## config.mk

```make
export PLATFORM = sky130hd
export DESIGN_NAME = keycode_led_display_flat
export DESIGN_NICKNAME = d
export VERILOG_FILES = /design/src/rtl/keycode_led_display_if.sv /design/src/rtl/keycode_led_display.sv /design/src/flat_wrapper.sv
export SDC_FILE = /design/constraint.sdc
export NUM_CORES = 1
export LEC_CHECK = 0
export BUFFER_PORTS_ARGS = -buffer_cell sky130_fd_sc_hd__buf_2
export CORE_MARGIN = 4
export CORE_UTILIZATION = 60
export DETAILED_ROUTE_END_ITERATION = 6
export GPL_TIMING_DRIVEN = 0
export PLACE_DENSITY = 0.92
export SYNTH_ARGS = -nofsm -noshare
export SYNTH_HDL_FRONTEND = slang
export SYNTH_SLANG_ARGS = --single-unit
```

## constraint.sdc

```tcl
create_clock -name clk -period 7.25 [get_ports clk]
set_input_delay 0.3625 -clock clk [delete_from_list [all_inputs] [get_ports clk]]
set_output_delay 0.3625 -clock clk [all_outputs]
set_load 0.005 [all_outputs]
```

## src/rtl/keycode_led_display_if.sv

```systemverilog
// Bundles the keycode input, debug vector, overflow clear and LED/status outputs of keycode_led_display.
// master: the keyboard front end or testbench, which drives keycode, keycode_valid, debug_in and clear_ovf.
// slave : the display block, which drives led, fifo_count, overflow and showing.
interface keycode_led_display_if #(
    parameter int LED_W  = 6,
    parameter int CODE_W = 16,
    parameter int DEPTH  = 4,
    parameter int DBG_W  = 3
);
    logic [CODE_W-1:0]       keycode;
    logic                    keycode_valid;
    logic [DBG_W-1:0]        debug_in;
    logic                    clear_ovf;
    logic [LED_W-1:0]        led;
    logic [$clog2(DEPTH):0]  fifo_count;
    logic                    overflow;
    logic                    showing;

    modport master (
        output keycode, keycode_valid, debug_in, clear_ovf,
        input  led, fifo_count, overflow, showing
    );

    modport slave (
        input  keycode, keycode_valid, debug_in, clear_ovf,
        output led, fifo_count, overflow, showing
    );
endinterface

```

## src/rtl/keycode_led_display.sv

```systemverilog
// Queues keycodes in a small FIFO and shows each one on the LEDs for HOLD_CYCLES cycles; while idle, shows a debug vector refreshed every IDLE_CYCLES.
// Latency: a keycode_valid rising edge is displayed two clock edges later at the earliest; led follows the display register with no extra delay.
// Backpressure: none. A push onto a full FIFO with no pop on that edge drops the new code and sets the sticky overflow flag.
// Ports: clk, reset (synchronous, active high); bus (slave modport) carrying keycode, keycode_valid, debug_in, clear_ovf in and led, fifo_count, overflow, showing out.
module keycode_led_display #(
    parameter int              LED_W          = 6,
    parameter int              CODE_W         = 16,
    parameter int              DEPTH          = 4,
    parameter int              HOLD_CYCLES    = 27000000,
    parameter int              IDLE_CYCLES    = 6750000,
    parameter int              DBG_W          = 3,
    parameter logic [LED_W-1:0] RESET_PATTERN = 6'b110011,
    parameter bit              LED_ACTIVE_LOW = 1'b1
) (
    input logic                  clk,
    input logic                  reset,
    keycode_led_display_if.slave bus
);
    localparam int PTR_W = $clog2(DEPTH);
    localparam int CNT_W = PTR_W + 1;
    localparam int MAXC  = (HOLD_CYCLES > IDLE_CYCLES) ? HOLD_CYCLES : IDLE_CYCLES;
    localparam int TMR_W = $clog2(MAXC + 1);
    localparam int DAT_W = LED_W - 1;

    typedef enum logic [0:0] {ST_IDLE = 1'b0, ST_SHOW = 1'b1} state_t;

    // Only the low DAT_W keycode bits ever reach the LEDs, so only those are stored.
    logic [DAT_W-1:0] mem_q [DEPTH];
    logic [PTR_W-1:0] wr_ptr_q, rd_ptr_q;
    logic [CNT_W-1:0] count_q, count_d;
    logic             prev_valid_q;
    logic             overflow_q, overflow_d;
    logic [LED_W-1:0] disp_q;
    logic [TMR_W-1:0] timer_q;
    state_t           state_q;

    logic             push, pop, wr_en, drop, fifo_empty, fifo_full, timer_zero;
    logic [DAT_W-1:0] head;
    logic [LED_W-1:0] dbg_ext;

    generate
        if (CODE_W > DAT_W) begin : g_code_hi
            logic unused_code_hi;
            assign unused_code_hi = ^bus.keycode[CODE_W-1:DAT_W];
        end
    endgenerate

    assign push       = bus.keycode_valid & ~prev_valid_q;
    assign fifo_empty = (count_q == '0);
    assign fifo_full  = (count_q == CNT_W'(DEPTH));
    assign timer_zero = (timer_q == '0);
    // IDLE pops as soon as anything is queued; SHOW pops only once the hold time has expired.
    assign pop        = ~fifo_empty & ((state_q == ST_IDLE) | timer_zero);
    // A pop on the same edge frees a slot, so a push onto a full FIFO still succeeds.
    assign wr_en      = push & (~fifo_full | pop);
    assign drop       = push & fifo_full & ~pop;
    assign head       = mem_q[rd_ptr_q];
    assign dbg_ext    = {{(LED_W-DBG_W){1'b0}}, bus.debug_in};

    assign count_d    = count_q + CNT_W'(wr_en) - CNT_W'(pop);
    // Clear wins over a drop on the same edge.
    assign overflow_d = bus.clear_ovf ? 1'b0 : (overflow_q | drop);

    // Storage array needs no reset; the pointers and count define which entries are valid.
    always_ff @(posedge clk) begin
        if (wr_en) begin
            mem_q[wr_ptr_q] <= bus.keycode[DAT_W-1:0];
        end
    end

    always_ff @(posedge clk) begin
        if (reset) begin
            state_q      <= ST_IDLE;
            timer_q      <= TMR_W'(IDLE_CYCLES - 1);
            disp_q       <= RESET_PATTERN;
            wr_ptr_q     <= '0;
            rd_ptr_q     <= '0;
            count_q      <= '0;
            prev_valid_q <= 1'b0;
            overflow_q   <= 1'b0;
        end else begin
            prev_valid_q <= bus.keycode_valid;
            count_q      <= count_d;
            overflow_q   <= overflow_d;
            // Pointer arithmetic wraps naturally because DEPTH is a power of two.
            if (wr_en) wr_ptr_q <= wr_ptr_q + 1'b1;
            if (pop)   rd_ptr_q <= rd_ptr_q + 1'b1;

            case (state_q)
                ST_IDLE: begin
                    if (pop) begin
                        state_q <= ST_SHOW;
                        disp_q  <= {1'b1, head};
                        timer_q <= TMR_W'(HOLD_CYCLES - 1);
                    end else if (timer_zero) begin
                        disp_q  <= dbg_ext;
                        timer_q <= TMR_W'(IDLE_CYCLES - 1);
                    end else begin
                        timer_q <= timer_q - 1'b1;
                    end
                end
                ST_SHOW: begin
                    if (!timer_zero) begin
                        timer_q <= timer_q - 1'b1;
                    end else if (pop) begin
                        disp_q  <= {1'b1, head};
                        timer_q <= TMR_W'(HOLD_CYCLES - 1);
                    end else begin
                        // Leaving SHOW touches only the flag and the debug bits; any
                        // middle bits keep the last keycode until the next idle refresh.
                        state_q              <= ST_IDLE;
                        disp_q[LED_W-1]      <= 1'b0;
                        disp_q[DBG_W-1:0]    <= bus.debug_in;
                        timer_q              <= TMR_W'(IDLE_CYCLES - 1);
                    end
                end
                default: state_q <= ST_IDLE;
            endcase
        end
    end

    assign bus.led        = LED_ACTIVE_LOW ? ~disp_q : disp_q;
    assign bus.fifo_count = count_q;
    assign bus.overflow   = overflow_q;
    assign bus.showing    = (state_q == ST_SHOW);
endmodule

```

## src/flat_wrapper.sv

```systemverilog
// flat-port wrapper written by rule: the top's interface ports become plain ports
module keycode_led_display_flat 
#(
    parameter int              LED_W          = 6,
    parameter int              CODE_W         = 16,
    parameter int              DEPTH          = 4,
    parameter int              HOLD_CYCLES    = 27000000,
    parameter int              IDLE_CYCLES    = 6750000,
    parameter int              DBG_W          = 3,
    parameter logic [LED_W-1:0] RESET_PATTERN = 6'b110011,
    parameter bit              LED_ACTIVE_LOW = 1'b1
)
  (clk, reset, bus_keycode, bus_keycode_valid, bus_debug_in, bus_clear_ovf, bus_led, bus_fifo_count, bus_overflow, bus_showing);
  keycode_led_display_if #(.LED_W(LED_W), .CODE_W(CODE_W), .DEPTH(DEPTH), .DBG_W(DBG_W)) bus_i ();
  input logic clk;
  input logic reset;
  input wire logic [$bits(bus_i.keycode)-1:0] bus_keycode;
  input wire logic [$bits(bus_i.keycode_valid)-1:0] bus_keycode_valid;
  input wire logic [$bits(bus_i.debug_in)-1:0] bus_debug_in;
  input wire logic [$bits(bus_i.clear_ovf)-1:0] bus_clear_ovf;
  output wire logic [$bits(bus_i.led)-1:0] bus_led;
  output wire logic [$bits(bus_i.fifo_count)-1:0] bus_fifo_count;
  output wire logic [$bits(bus_i.overflow)-1:0] bus_overflow;
  output wire logic [$bits(bus_i.showing)-1:0] bus_showing;
  assign bus_i.keycode = bus_keycode;
  assign bus_i.keycode_valid = bus_keycode_valid;
  assign bus_i.debug_in = bus_debug_in;
  assign bus_i.clear_ovf = bus_clear_ovf;
  assign bus_led = bus_i.led;
  assign bus_fifo_count = bus_i.fifo_count;
  assign bus_overflow = bus_i.overflow;
  assign bus_showing = bus_i.showing;
  keycode_led_display #(.LED_W(LED_W), .CODE_W(CODE_W), .DEPTH(DEPTH), .HOLD_CYCLES(HOLD_CYCLES), .IDLE_CYCLES(IDLE_CYCLES), .DBG_W(DBG_W), .RESET_PATTERN(RESET_PATTERN), .LED_ACTIVE_LOW(LED_ACTIVE_LOW)) u_core (.clk(clk), .reset(reset), .bus(bus_i));
endmodule
```

== After elaboration in Yosys (flattened, before gate mapping) ==
Memory sizes are Yosys's and may differ from the RTL's. A register that Yosys moved wholly into a read port is not among the register bits.
Cells that the tools add are included.
Widths: inputs -> output; s select.

* Flip-flop bits (word level): 41
* Bits in latches: 0
* RAM bits: 20
* Memory bits (read-only): 0
* Output and inout port bits: 11
* Logic and storage cells: 56
* Memories: 1

* Add/subtract/negate cells: 5
* Multiply operators: 0
* Divide/modulo/power cells: 0
* $lt $le $gt $ge: 0
* Eq/ne operators: 4
* Shift operators: 0
* Muxes and demuxes: 18
* Bitwise operators: 14
* Reductions and logical operators: 5

{| class="wikitable"
|+ Memory list
! name !! depth !! width !! rd ports !! clocked after Yosys merged registers in !! write ports !! RTL line !! source
|-
| u_core.mem_q || 4 || 5 || 1 || 1 || 1 || keycode_led_display.sv:28 || <nowiki>logic [DAT_W-1:0] mem_q [DEPTH];</nowiki>
|}

{| class="wikitable"
|+ Operators by type and width
! kind !! number
|-
| $mux 25 || 4
|-
| $pmux 25 s2 || 1
|-
| $logic_not 25->1 || 1
|-
| $sub 25x1->25 const B || 1
|-
| $mux 6 || 3
|-
| $pmux 6 s2 || 1
|-
| $mux 2 || 3
|-
| $not 6->6 || 1
|-
| $and 1x1->1 || 5
|-
| $not 1->1 || 5
|-
| $add 2x1->2 const B || 2
|-
| $mux 1 || 4
|-
| $ne 2x2->1 const B || 2
|-
| $add 3x1->3 || 1
|-
| $eq 3x3->1 const B || 1
|-
| $logic_not 3->1 || 1
|-
| $mux 3 || 1
|-
| $ne 3x1->1 const B || 1
|-
| $or 1x1->1 || 3
|-
| $reduce_and 3->1 || 1
|-
| $sub 3x1->3 || 1
|-
| $pmux 1 s2 || 1
|-
| $reduce_and 2->1 || 1
|-
| $reduce_or 2->1 || 1
|}

== Longest topological paths before layout ==
* Depth in word-level cells: 7
* Gate-level depth with buffers: 13
* Depth with buffers taken out: 13

== Least setup slack after synthesis ==
OpenSTA, ideal clock, no wires.

* Path type: register -> register
* Start point: register u_core.timer_q[21]
* End point: register u_core.count_q[2], in the netlist u_core.bus.fifo_count[2]
* Library setup time: 129 ps
* Arrival time: 2593 ps
* Setup slack: 4529 ps
* Cell stages (with the launch flop): 13
* Path buffers: 0
* Cell sequence: dfxtp_1 or4_4 nor4_4 a31oi_4 clkinv_2 ha_1 inv_1 ha_1 inv_1 fa_1 xor2_1 xnor2_1 nor2_1

* Cells in the longest elaborated chain, start to end: 7

{| class="wikitable"
|+ Ends and longest elaborated chain
! what !! RTL line !! source
|-
| start, declared || keycode_led_display.sv:34 || <nowiki>logic [TMR_W-1:0] timer_q;</nowiki>
|-
| start signal, assigned || keycode_led_display.sv:74 || <nowiki>timer_q <= TMR_W'(IDLE_CYCLES - 1);</nowiki>
|-
| start signal, assigned || keycode_led_display.sv:94 || <nowiki>timer_q <= TMR_W'(HOLD_CYCLES - 1);</nowiki>
|-
| start signal, assigned || keycode_led_display.sv:97 || <nowiki>timer_q <= TMR_W'(IDLE_CYCLES - 1);</nowiki>
|-
| $logic_not 25->1 (*) || keycode_led_display.sv:51 || <nowiki>assign timer_zero = (timer_q == '0);</nowiki>
|-
| $or 1x1->1 (*) || keycode_led_display.sv:53 || <nowiki>assign pop = ~fifo_empty & ((state_q == ST_IDLE) | timer_zero);</nowiki>
|-
| $and 1x1->1 (*) || keycode_led_display.sv:53 ||
|-
| net u_core.pop || keycode_led_display.sv:37 || <nowiki>logic push, pop, wr_en, drop, fifo_empty, fifo_full, timer_zero;</nowiki>
|-
| $or 1x1->1 || keycode_led_display.sv:55 || <nowiki>assign wr_en = push & (~fifo_full | pop);</nowiki>
|-
| $and 1x1->1 || keycode_led_display.sv:55 ||
|-
| $add 3x1->3 || keycode_led_display.sv:60 || <nowiki>assign count_d = count_q + CNT_W'(wr_en) - CNT_W'(pop);</nowiki>
|-
| $sub 3x1->3 (*) || keycode_led_display.sv:60 ||
|-
| end signal, assigned || keycode_led_display.sv:83 || <nowiki>count_q <= count_d;</nowiki>
|-
| end, declared || keycode_led_display.sv:30 || <nowiki>logic [CNT_W-1:0] count_q, count_d;</nowiki>
|}

Mark *: on every way through the listed nets, which the timed path passes. The rest lies on a longest branch.
A chain may end at the register's enable or synchronous reset.

== Final worst setup path ==
* Start point: register u_core.count_q[1], in the netlist u_core.bus.fifo_count[1]
* End point: register u_core.count_q[2], in the netlist u_core.bus.fifo_count[2]

* Cells in the longest elaborated chain, start to end: 7
* Elaborated cells between the ends (all ways): 9

{| class="wikitable"
|+ Ends and longest elaborated chain
! what !! RTL line !! source
|-
| $logic_not 3->1 (*) || keycode_led_display.sv:49 || <nowiki>assign fifo_empty = (count_q == '0);</nowiki>
|-
| $not 1->1 (*) || keycode_led_display.sv:53 ||
|-
| $and 1x1->1 (*) || keycode_led_display.sv:53 ||
|-
| net u_core.pop || keycode_led_display.sv:37 ||
|-
| $or 1x1->1 || keycode_led_display.sv:55 ||
|-
| $and 1x1->1 || keycode_led_display.sv:55 ||
|-
| $add 3x1->3 || keycode_led_display.sv:60 ||
|-
| $sub 3x1->3 (*) || keycode_led_display.sv:60 ||
|}

Marked as above.

==> results.json <==
{
  "die_h_um": 75.7,
  "setup_slack_ns": 4.20,
  "core.rowCount": 24,
  "yosysTopAreaCell": "dfxtp_1",
  "netlist_area_mm2": 0.00275,
  "place_congestion": 0.756,
  "synthSimpleGateAreaFrac_pct": 19.1,
  "ys_types": 46,
  "hp-class": "in -> reg",
  "cp.required_ns": 7.46,
  "synth_area_leaders": "dfxtp_1 31%, edfxtp_1 22%, xor2_1 5.1%",
  "synth_top_cells_by_count": "43 x dfxtp_1, 28 x nand2_1, 23 x nor2_1",
  "slew_violations": 0,
  "fin_crit_sh_pct": 42.1,
  "fin_setup_tns_ns": 0,
  "crit_type": "reg -> reg",
  "drc_errors": 0,
  "synth-compound-area-share_pct": 7.56,
  "dp.final_hpwl_um": 3590,
  "finalSetupViolations": 0,
  "leakage_nw": 1.20,
  "syn_inst": 253,
  "synth_nets": 284,
  "ctsResizeCount": 0,
  "cts_sinks": 63,
  "maxCapViolations": 0,
  "cts_made_buffers": 9,
  "crit_path_end_kind": "flip-flop",
  "tightest_slew_ns": 0.536,
  "cts_tree": "yes",
  "grt_max_degree": 12,
  "routed_wl_um": 5090,
  "synth_flop_cell": "dfxtp_1",
  "yosysMostFrequentCell": "dfxtp_1",
  "grt.overflow.total": 0,
  "relSlewSlack_pct": 64.1,
  "core_area_mm2": 0.00438,
  "drt_first_iter_violations": 96,
  "synth_seq_cells": 63,
  "io_buffers": 21,
  "antenna_found_initial": 0,
  "dr.pass1.iters": 4,
  "worstPathMaxFanout": 9,
  "cts-hold-fix-buffers": 0,
  "root_buffer": "clkbuf_8",
  "synth-edff-count": 20,
  "vias": 1905,
  "layout-drive-gt1-share_pct": 20.0,
  "avgSynthCellArea_um2": 10.9,
  "async_flop_share_pct": 0,
  "yosys_warnings": 0,
  "layout.nets": 316,
  "start_util_pct": 62.7,
  "synthMuxAreaShare_pct": 4.87,
  "rsz0062_at_grt": "no",
  "clk_pin_slew_worst_paths_ns": 0.07,
  "post-cts-setup-buffers": 0,
  "antenna_cells": 0,
  "cts_max_level": 3,
  "viasPerCell": 5.57,
  "peakVddDrop_v": 0.000256,
  "clock_path_buffers": 2,
  "fmax_mhz": 328,
  "ant_nets": 0,
  "io_pins": 34,
  "insertion_delay_ns": 0.35,
  "synth_top_family_by_area": "simple AND/OR/NAND/NOR gates",
  "grt_pass1_vias": 1966,
  "synth_fa_ha_area_share_pct": 3.91,
  "final.setup_skew_ns": 0.0116,
  "arrival_ns": 3.26,
  "hold_viol_final": 0,
  "grt_usage_pct": 21.3,
  "area_delta_synth_final_pct": 14.7,
  "wl_per_cell_um": 14.9,
  "grt_pass1_wl_um": 8790,
  "p_per_area_mw_per_mm2": 367,
  "status": "finished, final reports clean",
  "min_period_ns": 3.05,
  "die_area_mm2": 0.00573,
  "die_w_um": 75.7,
  "netlist.area_leader.share_pct": 31.3,
  "start_kind": "flip-flop",
  "synth_xor_area_share_pct": 7.97,
  "ys_seq_area_share_pct": 53.2,
  "post-place-ws_ns": 4.25
}
==> power by group <==
group	total, mW	internal, mW	switching [mW]
combinational	0.290	0.133	0.157
clock	0.362	0.228	0.134
sequential	0.504	0.439	0.0650
total	1.16	0.800	0.356
==> state kept, by name (all words and copies together) (netlist names), named ones only <==
| register | count |
|---|---|
| u_core.mem_q | 20 |
| u_core.disp_q | 6 |
| u_core.bus.showing | 1 |
| u_core.rd_ptr_q | 2 |
| u_core.bus.fifo_count | 3 |
| u_core.bus.overflow | 1 |
| u_core.timer_q | 25 |
| u_core.wr_ptr_q | 2 |
| u_core.prev_valid_q | 1 |
==> per-layer routing <==
metal  track usage [%]  up-vias  wire length [um]
met5                 0        -                 0
met4              8.16        0                74
met1              22.5      922              2100
met3              7.52        6               216
li1                  -      945                 -
met2              38.4       32              2700
==> per-stage QoR <==
stage / utilization (%) / area, um2 / power (mW) / hold slack, ns / std cells
2_1_floorplan: - / 2750 / 0.716 / 0.371 / 253
3_3_place_gp: 66.6 / 2920 / 0.780 / 0.382 / 326
3_5_place_dp: 66.6 / 2920 / 0.800 / 0.392 / 326
4_1_cts: 71.9 / 3150 / 1.16 / 0.163 / 342
5_1_grt: 71.9 / 3150 / 1.23 / 0.174 / 342
6_report: 71.9 / 3150 / 1.16 / 0.173 / 342
==> logic make-up (layout without fill, tap and decap cells) <==
family                     count (synthesis)  in the layout
and+or+nand+nor                           97             97
AOI/OAI and AO/OA                         29             29
xor gates and xnor gates                  25             25
adders and majority gates                  8              8
muxes                                      7              7
buffers and inverters                     24             61
DFF                                       63             63
==> placed cells by master (no fill, tap or decap), drive strengths merged, types with 4 or more instances in the layout <==
cell and count:
nor2 23, nand3 9, xor2 16, nor4 6, buf 23, dfxtp 43
a21oi 11, and2 4, edfxtp 20, clkbuf 15, inv 17, ha 7
or4 4, nor3 8, nand2 28, o21ai 8, xnor2 9, mux4 5
==> cell type report <==
type                    instances  area (um2)
inverters                      17        65.1
flip-flops and latches         63        1460
fillers                       299        1230
plain buffers                   7        28.8
repair buffers                 21         105
clock buffers                  10         128
clock inverters                 6         108
multi-input cells             166        1190
well taps                      52        65.1
==> critical path, cell delays in order (launching register included) <==
cell and delay [ns]:
dfxtp_1 0.38, nor3_2 0.48, nor2_1 0.22, a31oi_4 0.31, clkinv_2 0.22, ha_1 0.31
inv_1 0.06, ha_1 0.14, inv_1 0.05, fa_1 0.37, xor2_1 0.16, xnor2_1 0.16
nor2_1 0.06
==> path summary, 6_finish.rpt <==
check | from | end | slack (ns) | depth (start not counted)
max reg2reg | u_core.bus.fifo_count[1]$_SDFF_PP0_ | u_core.bus.fifo_count[2]$_SDFF_PP0_ | 4.20 | 12
min | bus_clear_ovf | u_core.bus.overflow$_SDFF_PP0_ | 0.17 | 2
max | u_core.bus.fifo_count[1]$_SDFF_PP0_ | u_core.bus.fifo_count[2]$_SDFF_PP0_ | 4.20 | 12
min reg2reg | u_core.timer_q[0]$_SDFF_PP1_ | u_core.timer_q[0]$_SDFF_PP1_ | 0.40 | 1
(Power assumes the default switching activity.)
